[config.mk]
export PLATFORM = sky130hd
export DESIGN_NAME = ttt_board_ctrl
export DESIGN_NICKNAME = d
export VERILOG_FILES = /design/src/rtl/ttt_board_ctrl_pkg.sv /design/src/rtl/ttt_line_check.sv /design/src/rtl/ttt_board_ctrl.sv
export SDC_FILE = /design/constraint.sdc
export NUM_CORES = 1
export LEC_CHECK = 0
export CORE_UTILIZATION = 30
export DETAILED_ROUTE_END_ITERATION = 16
export GPL_TIMING_DRIVEN = 1
export PLACE_DENSITY = 0.54
export RECOVER_POWER = 50
export SLEW_MARGIN = 20
export SYNTH_ARGS = -nofsm -noshare
export SYNTH_HDL_FRONTEND = slang
export SYNTH_SLANG_ARGS = --single-unit
[constraint.sdc]
create_clock -name clk -period 2.1 [get_ports clk]
set_input_delay 0.42 -clock clk [delete_from_list [all_inputs] [get_ports clk]]
set_output_delay 0.42 -clock clk [all_outputs]
set_load 0.005 [all_outputs]
[src/rtl/ttt_board_ctrl_pkg.sv]
// Shared tic-tac-toe encodings: cell marks, winner codes, FSM states and the 8 line triples.
// The line table is also consumed by the pixel colour generator to highlight win_line.
package ttt_board_ctrl_pkg;

  localparam int NUM_CELLS = 9;
  localparam int NUM_LINES = 8;

  localparam logic [1:0] CELL_EMPTY = 2'd0;
  localparam logic [1:0] CELL_O     = 2'd1;
  localparam logic [1:0] CELL_X     = 2'd2;

  localparam logic [1:0] WIN_NONE = 2'd0;
  localparam logic [1:0] WIN_O    = 2'd1;
  localparam logic [1:0] WIN_X    = 2'd2;
  localparam logic [1:0] WIN_DRAW = 2'd3;

  localparam logic [3:0] MAX_MOVES = 4'd9;

  typedef enum logic [1:0] {
    ST_PLAY = 2'd0,
    ST_EVAL = 2'd1,
    ST_OVER = 2'd2
  } state_t;

  // Cell i (0-based) holds the mark of board position i+1, row-major.
  typedef logic [NUM_CELLS-1:0][1:0] board_t;

  // Line order matches win_line bit order: rows 1-3, cols 1-3, diag 1-5-9, diag 3-5-7.
  localparam int LINE_IDX [NUM_LINES][3] = '{
    '{0, 1, 2}, '{3, 4, 5}, '{6, 7, 8},
    '{0, 3, 6}, '{1, 4, 7}, '{2, 5, 8},
    '{0, 4, 8}, '{2, 4, 6}
  };

  function automatic logic [1:0] next_mark(input logic [1:0] mark);
    return (mark == CELL_O) ? CELL_X : CELL_O;
  endfunction

endpackage

[src/rtl/ttt_line_check.sv]
// Purpose: flags every completed line on a 9-cell board and reports the completing mark.
// Latency: combinational. Backpressure: none, pure function of the board.
module ttt_line_check
  import ttt_board_ctrl_pkg::*;
(
  input  board_t                 cells,
  output logic [NUM_LINES-1:0]   line_mask,
  output logic [1:0]             win_mark
);

  always_comb begin
    line_mask = '0;
    win_mark  = WIN_NONE;
    for (int l = 0; l < NUM_LINES; l++) begin
      if (cells[LINE_IDX[l][0]] != CELL_EMPTY &&
          cells[LINE_IDX[l][0]] == cells[LINE_IDX[l][1]] &&
          cells[LINE_IDX[l][1]] == cells[LINE_IDX[l][2]]) begin
        line_mask[l] = 1'b1;
        // Simultaneous lines always share the mark of the last mover.
        win_mark     = cells[LINE_IDX[l][0]];
      end
    end
  end

endmodule

[src/rtl/ttt_board_ctrl.sv]
// Purpose: tic-tac-toe game state: board, turn, win/draw detection, freeze until new game.
// Latency: board 1 cycle after move strobe, winner 2 cycles. Backpressure: none, moves are acked or rejected.
module ttt_board_ctrl
  import ttt_board_ctrl_pkg::*;
#(
  parameter logic [1:0] FIRST_PLAYER = 2'd1
) (
  input  logic       clk,
  input  logic       rst,
  input  logic       new_game,
  input  logic       move_valid,
  input  logic [3:0] move_cell,
  output logic [1:0] a1,
  output logic [1:0] a2,
  output logic [1:0] a3,
  output logic [1:0] a4,
  output logic [1:0] a5,
  output logic [1:0] a6,
  output logic [1:0] a7,
  output logic [1:0] a8,
  output logic [1:0] a9,
  output logic [1:0] turn,
  output logic [1:0] winner,
  output logic [7:0] win_line,
  output logic       move_ack,
  output logic       move_rej
);

  state_t                 state;
  board_t                 board;
  logic [3:0]             move_cnt;
  logic                   target_empty;
  logic [NUM_LINES-1:0]   line_mask;
  logic [1:0]             win_mark;

  assign a1 = board[0];
  assign a2 = board[1];
  assign a3 = board[2];
  assign a4 = board[3];
  assign a5 = board[4];
  assign a6 = board[5];
  assign a7 = board[6];
  assign a8 = board[7];
  assign a9 = board[8];

  // Out-of-range cells (0, 10..15) never match, so they read as occupied.
  always_comb begin
    target_empty = 1'b0;
    for (int i = 0; i < NUM_CELLS; i++) begin
      if (move_cell == 4'(i + 1)) begin
        target_empty = (board[i] == CELL_EMPTY);
      end
    end
  end

  ttt_line_check u_line_check (
    .cells     (board),
    .line_mask (line_mask),
    .win_mark  (win_mark)
  );

  always_ff @(posedge clk) begin
    if (rst || new_game) begin
      state    <= ST_PLAY;
      board    <= '0;
      move_cnt <= '0;
      turn     <= FIRST_PLAYER;
      winner   <= WIN_NONE;
      win_line <= '0;
      move_ack <= 1'b0;
      move_rej <= 1'b0;
    end else begin
      move_ack <= 1'b0;
      move_rej <= 1'b0;
      case (state)
        ST_PLAY: begin
          if (move_valid) begin
            if (target_empty) begin
              for (int i = 0; i < NUM_CELLS; i++) begin
                if (move_cell == 4'(i + 1)) begin
                  board[i] <= turn;
                end
              end
              turn     <= next_mark(turn);
              move_cnt <= (move_cnt == MAX_MOVES) ? move_cnt : move_cnt + 4'd1;
              move_ack <= 1'b1;
              state    <= ST_EVAL;
            end else begin
              move_rej <= 1'b1;
            end
          end
        end
        ST_EVAL: begin
          move_rej <= move_valid;
          // A win on the ninth move outranks the draw.
          if (|line_mask) begin
            winner   <= win_mark;
            win_line <= line_mask;
            state    <= ST_OVER;
          end else if (move_cnt == MAX_MOVES) begin
            winner   <= WIN_DRAW;
            win_line <= '0;
            state    <= ST_OVER;
          end else begin
            state    <= ST_PLAY;
          end
        end
        ST_OVER: begin
          move_rej <= move_valid;
        end
        default: begin
          state <= ST_PLAY;
        end
      endcase
    end
  end

endmodule

==> flow_metrics.tcl, run 1 <==
set metrics [dict create \
    syn_nets 294 \
    vias_per_cell 5.07 \
    timing.final.crit_share_pct 101 \
    synth_ff_type "dfxtp_1" \
    wl_um 6910 \
    fin_ws_ps -21.4 \
    antenna_left 0 \
    overflow 0 \
    worstSetupPathType "reg2reg" \
    r2r_slack_ps -20 \
    layout_common_cells "buf_4 (55), nor2_1 (36), dfxtp_1 (27)" \
    ios 40 \
    grt_usage_pct 17.8 \
    crit_path_max_fanout 6 \
    yosys_warnings 0 \
    cts.htree.levels 2 \
    synth-edff-count 0 \
    clkTransAtPathRegs_ps 80 \
    rsz0062_at_grt "yes" \
    async_flop_share_pct 0 \
    cp-start-kind "flip-flop" \
    largest_register_ffs 8 \
    layout.nets 389 \
    violations "negative setup slack" \
    maxCapViolations 0 \
    final_util_pct 50.3 \
    reg_top3 "win_line x8, move_cnt x4" \
    rr_worst_depth 7 \
    layout-drive-gt1-share_pct 34.8 \
    die_w_um 87.6 \
    finalHoldViolations 0 \
    syn-cell-area_mm2 0.00220 \
    vias 2391 \
    regMostFlops "win_line" \
    startpoint "a5[1]$_SDFFE_PP0P_" \
    critPathCaptureType "flip-flop" \
    numCtsBuffers 5 \
    worst_slew_margin_rel_pct 71.2 \
    cts_tree "yes" \
    slew_viol_final 0 \
    dp_hpwl_um 4880 \
    worst_pin_slew_ps 429 \
    syn_inst 280 \
    clock-root-buffer "clkbuf_8" \
    clock_path_buffers 2 \
    leakage_nw 1.46 \
    status "finished with violations" \
    port_buffers 39 \
    grt_pass1_vias 2187 \
    wl_per_cell_um 14.6 \
    p_per_area_mw_per_mm2 444 \
    grt_pass1_wl_um 10600 \
    fin_cells 472 \
    min-delay-start "win_line[5]$_SDFFE_PP0P_" \
    syn_to_final_growth_pct 59.0 \
    drtIter0Drc 68 \
    finalSetupViolCount 3 \
    synthDistinctLibCells 49 \
    fin_crit_ps 2120 \
    tns_ps -27.9 \
    synth_seq_cells 38 \
    drc 0 \
    avgSynthCellArea_um2 7.85 \
    start_util_pct 31.7 \
    synth_area_leaders "dfxtp_1 (35%), nor2_1 (7.2%), a21oi_1 (6.1%)" \
    hp-class "reg2reg" \
    clock_latency_ps 290 \
    place_area_mm2 0.00307 \
    yosys.area.top_type "dfxtp_1" \
    crit_arrival_ps 2350 \
    die_area_mm2 0.00767 \
    grt_max_degree 20 \
    fill_cells 705 \
    ir_drop_v 0.000322 \
    die_h_um 87.6 \
    finalPower_mw 1.55 \
    worstPathRequired_ps 2330 \
    fmax_mhz 471 \
    numClockSinks 38 \
    first_pass_iters 4 \
    fin_area_mm2 0.00350 \
    final_common_cell "buf_4" \
    antenna_found_initial 0 \
    num_rows 30 \
    post-synth-top-area-fraction_pct 34.6 \
    coreArea_mm2 0.00694 \
    r2r-end "move_cnt[2]$_SDFFE_PP0P_" \
    finClkSkew_ps 5.13 \
    seq_area_frac_synth_pct 34.6 \
    endpoint "move_cnt[2]$_SDFFE_PP0P_" \
    r2r_start "a5[1]$_SDFFE_PP0P_" \
    diodes 0 \
    place_inst 455 \
    gp_congestion 0.844 \
]
-- kinds of logic after synthesis --
family	after synthesis	synth area share, %
mux	1	0.455
buf+inv	21	5.29
xor+xnor	2	0.797
simple gates	135	32.0
fa+ha+maj	6	3.41
flops	38	34.6
compound gates	77	23.4
-- area by class of cell --
cell class	instances	area, um2	area share [%]
inverters	5	18.8	0.537
multi-input cells	221	1500	42.8
flip-flops and latches	38	779	22.3
well taps	96	120	3.44
clock buffers	5	68.8	1.97
clock inverters	3	45.0	1.29
repair buffers	104	967	27.7
-- power by group --
group	switching, mW	leakage (nW)	internal [mW]
combinational	0.0928	1.10	0.0943
sequential	0.00534	0.313	0.723
clock	0.285	0.0504	0.354
-- per-layer routing --
layer  vias up  track usage, %  wire length, um
met3         9            3.20              189
li1       1195               -                -
met5         -               0                0
met1      1149            24.3             3160
met2        38            28.8             3460
met4         0            4.77              102
-- timing repair --
action,4_1_cts,5_1_grt
hold buffers,0,0
pin swaps,1,19
cloned,0,4
setup endpoints to repair,32,36
gates resized for setup,14,60
buffers inserted,1,5
-- how the worst min path moves through the flow --
stage	endpoint	slack [ps]	cells past startpoint
finish	win_line[5]$_SDFFE_PP0P_	440	2
global route	win_line[5]$_SDFFE_PP0P_	490	2
CTS	win_line[5]$_SDFFE_PP0P_	470	2
detailed placement	win_line[5]$_SDFFE_PP0P_	450	2
global placement	win_line[7]$_SDFFE_PP0P_	440	2
floorplan	win_line[5]$_SDFFE_PP0P_	450	2
-- through the flow --
| stage | setup WS (ps) | hold WS [ps] |
|---|---|---|
| after CTS | -31.4 | 465 |
| after global placement | -561 | 444 |
| after floorplan | 38.1 | 452 |
| final | -21.4 | 445 |
| after detailed placement | -615 | 451 |
| after global routing | -101 | 487 |
-- critical path, stage by stage (launching register included) --
cell,delay (ps)
dfxtp_4,380
or3b_4,420
a211oi_4,280
a2111oi_4,90
o31ai_4,320
nand2_1,120
or3_1,320
a21oi_1,120
-- cells in the mapped netlist (all sizes together) (3+ instances only) --
master,n
buf,11
a21oi,29
nand3,12
dfxtp,38
and3,10
or3b,3
inv,5
a31oi,5
nand2,18
nand2b,5
nor3,12
nor2,42
nor2b,6
nor3b,5
o31ai,4
a211oi,8
and2,3
o21ai,19
or3,9
clkbuf,5
ha,6
Note: power is estimated with default switching activity, not from simulation.
==> run 2, diff against run 1 <==
HOLD_SLACK_MARGIN = 0.1   (was not set)
REMOVE_ABC_BUFFERS = 1   (was not set)
==> run 2 against run 1 <==
Sequential cell count did not move. Non-clock buffer count fell by 6. Register-to-register slack barely moved. Fmax rose by 0.24%. Via count fell by 0.84%. Clock-buffer cell count did not move. Critical endpoint is now move_cnt[1]$_SDFFE_PP0P_. Sequential share of layout area rose by 0.45 points. Global-route usage rose by 0.63 points. Core utilization fell by 0.52 points. Die area did not move. Combinational power fell by 6%. Wire length fell by 2.4%. The flow still finishes with violations (negative setup slack).
==> flow_metrics.tcl, run 2 (synthesis results as in run 1) <==
set metrics [dict create \
    status "finished with violations" \
    violations "negative setup slack" \
    die_area_mm2 0.00767 \
    layout_common_cells "buf_4 (51), nor2_1 (34), clkdlybuf4s50_1 (29)" \
    worst_pin_slew_ps 424 \
    sw_frac_of_total_pct 24.8 \
    slew_viol_final 0 \
    power_frac_clock_pct 41.7 \
    coreArea_mm2 0.00694 \
    seq_power_share_pct 46.9 \
    dp_hpwl_um 4750 \
    leakage_nw 1.39 \
    largest_register_ffs 8 \
    port_buffers 39 \
    wl_per_cell_um 14.5 \
    grt_pass1_vias 2184 \
    fin_ws_ps -16.4 \
    worstSetupPathType "reg2reg" \
    power.switching_mw 0.384 \
    drc 0 \
    finalSetupViolCount 1 \
    die_h_um 87.6 \
    worstPathRequired_ps 2330 \
    cts.htree.levels 2 \
    num_rows 30 \
    clock_latency_ps 300 \
    ios 40 \
    crit_chain "or4_4 -> a21oi_4 -> a2111oi_4 -> o31ai_4 -> buf_4 -> o21ai_4 -> or2_0 -> a21oi_1" \
    overflow 0 \
    clkTransAtPathRegs_ps 90 \
    crit_arrival_ps 2340 \
    final_util_pct 49.8 \
    start_util_pct 31.7 \
    grt_max_degree 19 \
    power_frac_comb_pct 11.4 \
    grt_usage_pct 18.4 \
    worst_slew_margin_rel_pct 71.5 \
    p_int_mw 1.16 \
    layout.nets 383 \
    hp-class "reg2reg" \
    first_pass_iters 4 \
    gp_congestion 0.793 \
    fmax_mhz 473 \
    clock-root-buffer "clkbuf_8" \
    antenna_found_initial 0 \
    cts_tree "yes" \
    die_w_um 87.6 \
    timing.final.crit_share_pct 101 \
    vias 2371 \
    drtIter0Drc 116 \
    slowest_delay_ps 540 \
    cp_slowest_cell "or4_4" \
    rsz0062_at_grt "yes" \
    diodes 0 \
    p_per_area_mw_per_mm2 447 \
    vias_per_cell 5.09 \
    regMostFlops "win_line" \
    ir_drop_v 0.000289 \
    final_common_cell "buf_4" \
    critPathCaptureType "flip-flop" \
    antenna_left 0 \
    cp-start-kind "flip-flop" \
    numClockSinks 38 \
    critPathBufInv 1 \
    wl_um 6740 \
    numCtsBuffers 5 \
    maxCapViolations 0 \
    layout-drive-gt1-share_pct 34.1 \
    grt_pass1_wl_um 10800 \
    crit_path_max_fanout 5 \
    clock_path_buffers 2 \
    finalPower_mw 1.55 \
    reg_top3 "win_line x8, move_cnt x4" \
    finClkSkew_ps 8.84 \
    fin_crit_ps 2120 \
    finalHoldViolations 0 \
    crit_family "compound AO/OA/AOI/OAI gates" \
    syn_to_final_growth_pct 57.4 \
]
==> run 2: cell types whose count changed in the layout (fill, tap and decap cells not counted), moves of 4 or more <==
cell / before / now
clkdlybuf4s50_1: 19 / 29
dlygate4sd3_1: 16 / 6
nor2_4: 0 / 6
buf_4: 55 / 51
nor2_2: 6 / 2
==> run 2: per-layer routing <==
layer | vias up | track usage, % | wire length, um
met5 | - | 0 | 0
met4 | 0 | 4.92 | 97
met3 | 11 | 3.58 | 323
met2 | 69 | 30.9 | 3210
met1 | 1097 | 24.2 | 3110
li1 | 1194 | - | -
==> run 2: per-stage QoR <==
step,cell area (um2),hold WS (ps),TNS [ps],std cells,worst slack (ps)
3_3_place_gp,3030,444,-16710,450,-631
5_1_grt,3460,466,-868,466,-76.7
4_1_cts,3290,463,-142,460,-23.7
6_report,3460,446,-16.4,466,-16.4
3_5_place_dp,3030,453,-18040,450,-671
2_1_floorplan,2100,452,0,264,4.31
==> run 2: path summary, 6_finish.rpt <==
path | to | depth (start not counted) | startpoint | slack [ps]
max | move_cnt[1]$_SDFFE_PP0P_ | 8 | a1[0]$_SDFFE_PP0P_ | -20
min | win_line[7]$_SDFFE_PP0P_ | 2 | win_line[7]$_SDFFE_PP0P_ | 450
max reg2reg | move_cnt[1]$_SDFFE_PP0P_ | 8 | a1[0]$_SDFFE_PP0P_ | -20
min reg2reg | win_line[7]$_SDFFE_PP0P_ | 2 | win_line[7]$_SDFFE_PP0P_ | 450
==> run 2: area by class of cell <==
cell class,count,area [um2]
clock buffers,5,68.8
inverters,5,18.8
repair buffers,98,881
clock inverters,3,45.0
fillers,671,3480
well taps,96,120
flip-flops and latches,38,787
multi-input cells,221,1540
==> run 2: worst min-delay path, stage by stage, from the launching register on <==
cell	delay (ps)
dfxtp_1	310
nand2_1	50
o21ai_1	50
==> run 2: what timing repair did <==
| action | CTS | global route |
|---|---|---|
| resized for setup | 43 | 41 |
| setup endpoints to repair | 35 | 35 |
| pin swaps | 10 | 10 |
| gates cloned | 1 | 0 |
| hold buffers | 0 | 0 |
| setup buffers | 1 | 6 |
==> run 2: power groups by stage <==
stage               combinational [mW]  clock [mW]  sequential (mW)
floorplan                       0.0694           0            0.747
global placement                 0.152           0            0.748
detailed placement               0.154           0            0.748
CTS                              0.162       0.658            0.730
global route                     0.192       0.688            0.726
finish                           0.176       0.646            0.725
==> run 3, diff against run 2 <==
SLEW_MARGIN = 15   (was 20)
==> results of run 3 <==
The final DEF is identical to that of run 2; final timing and power are the same.
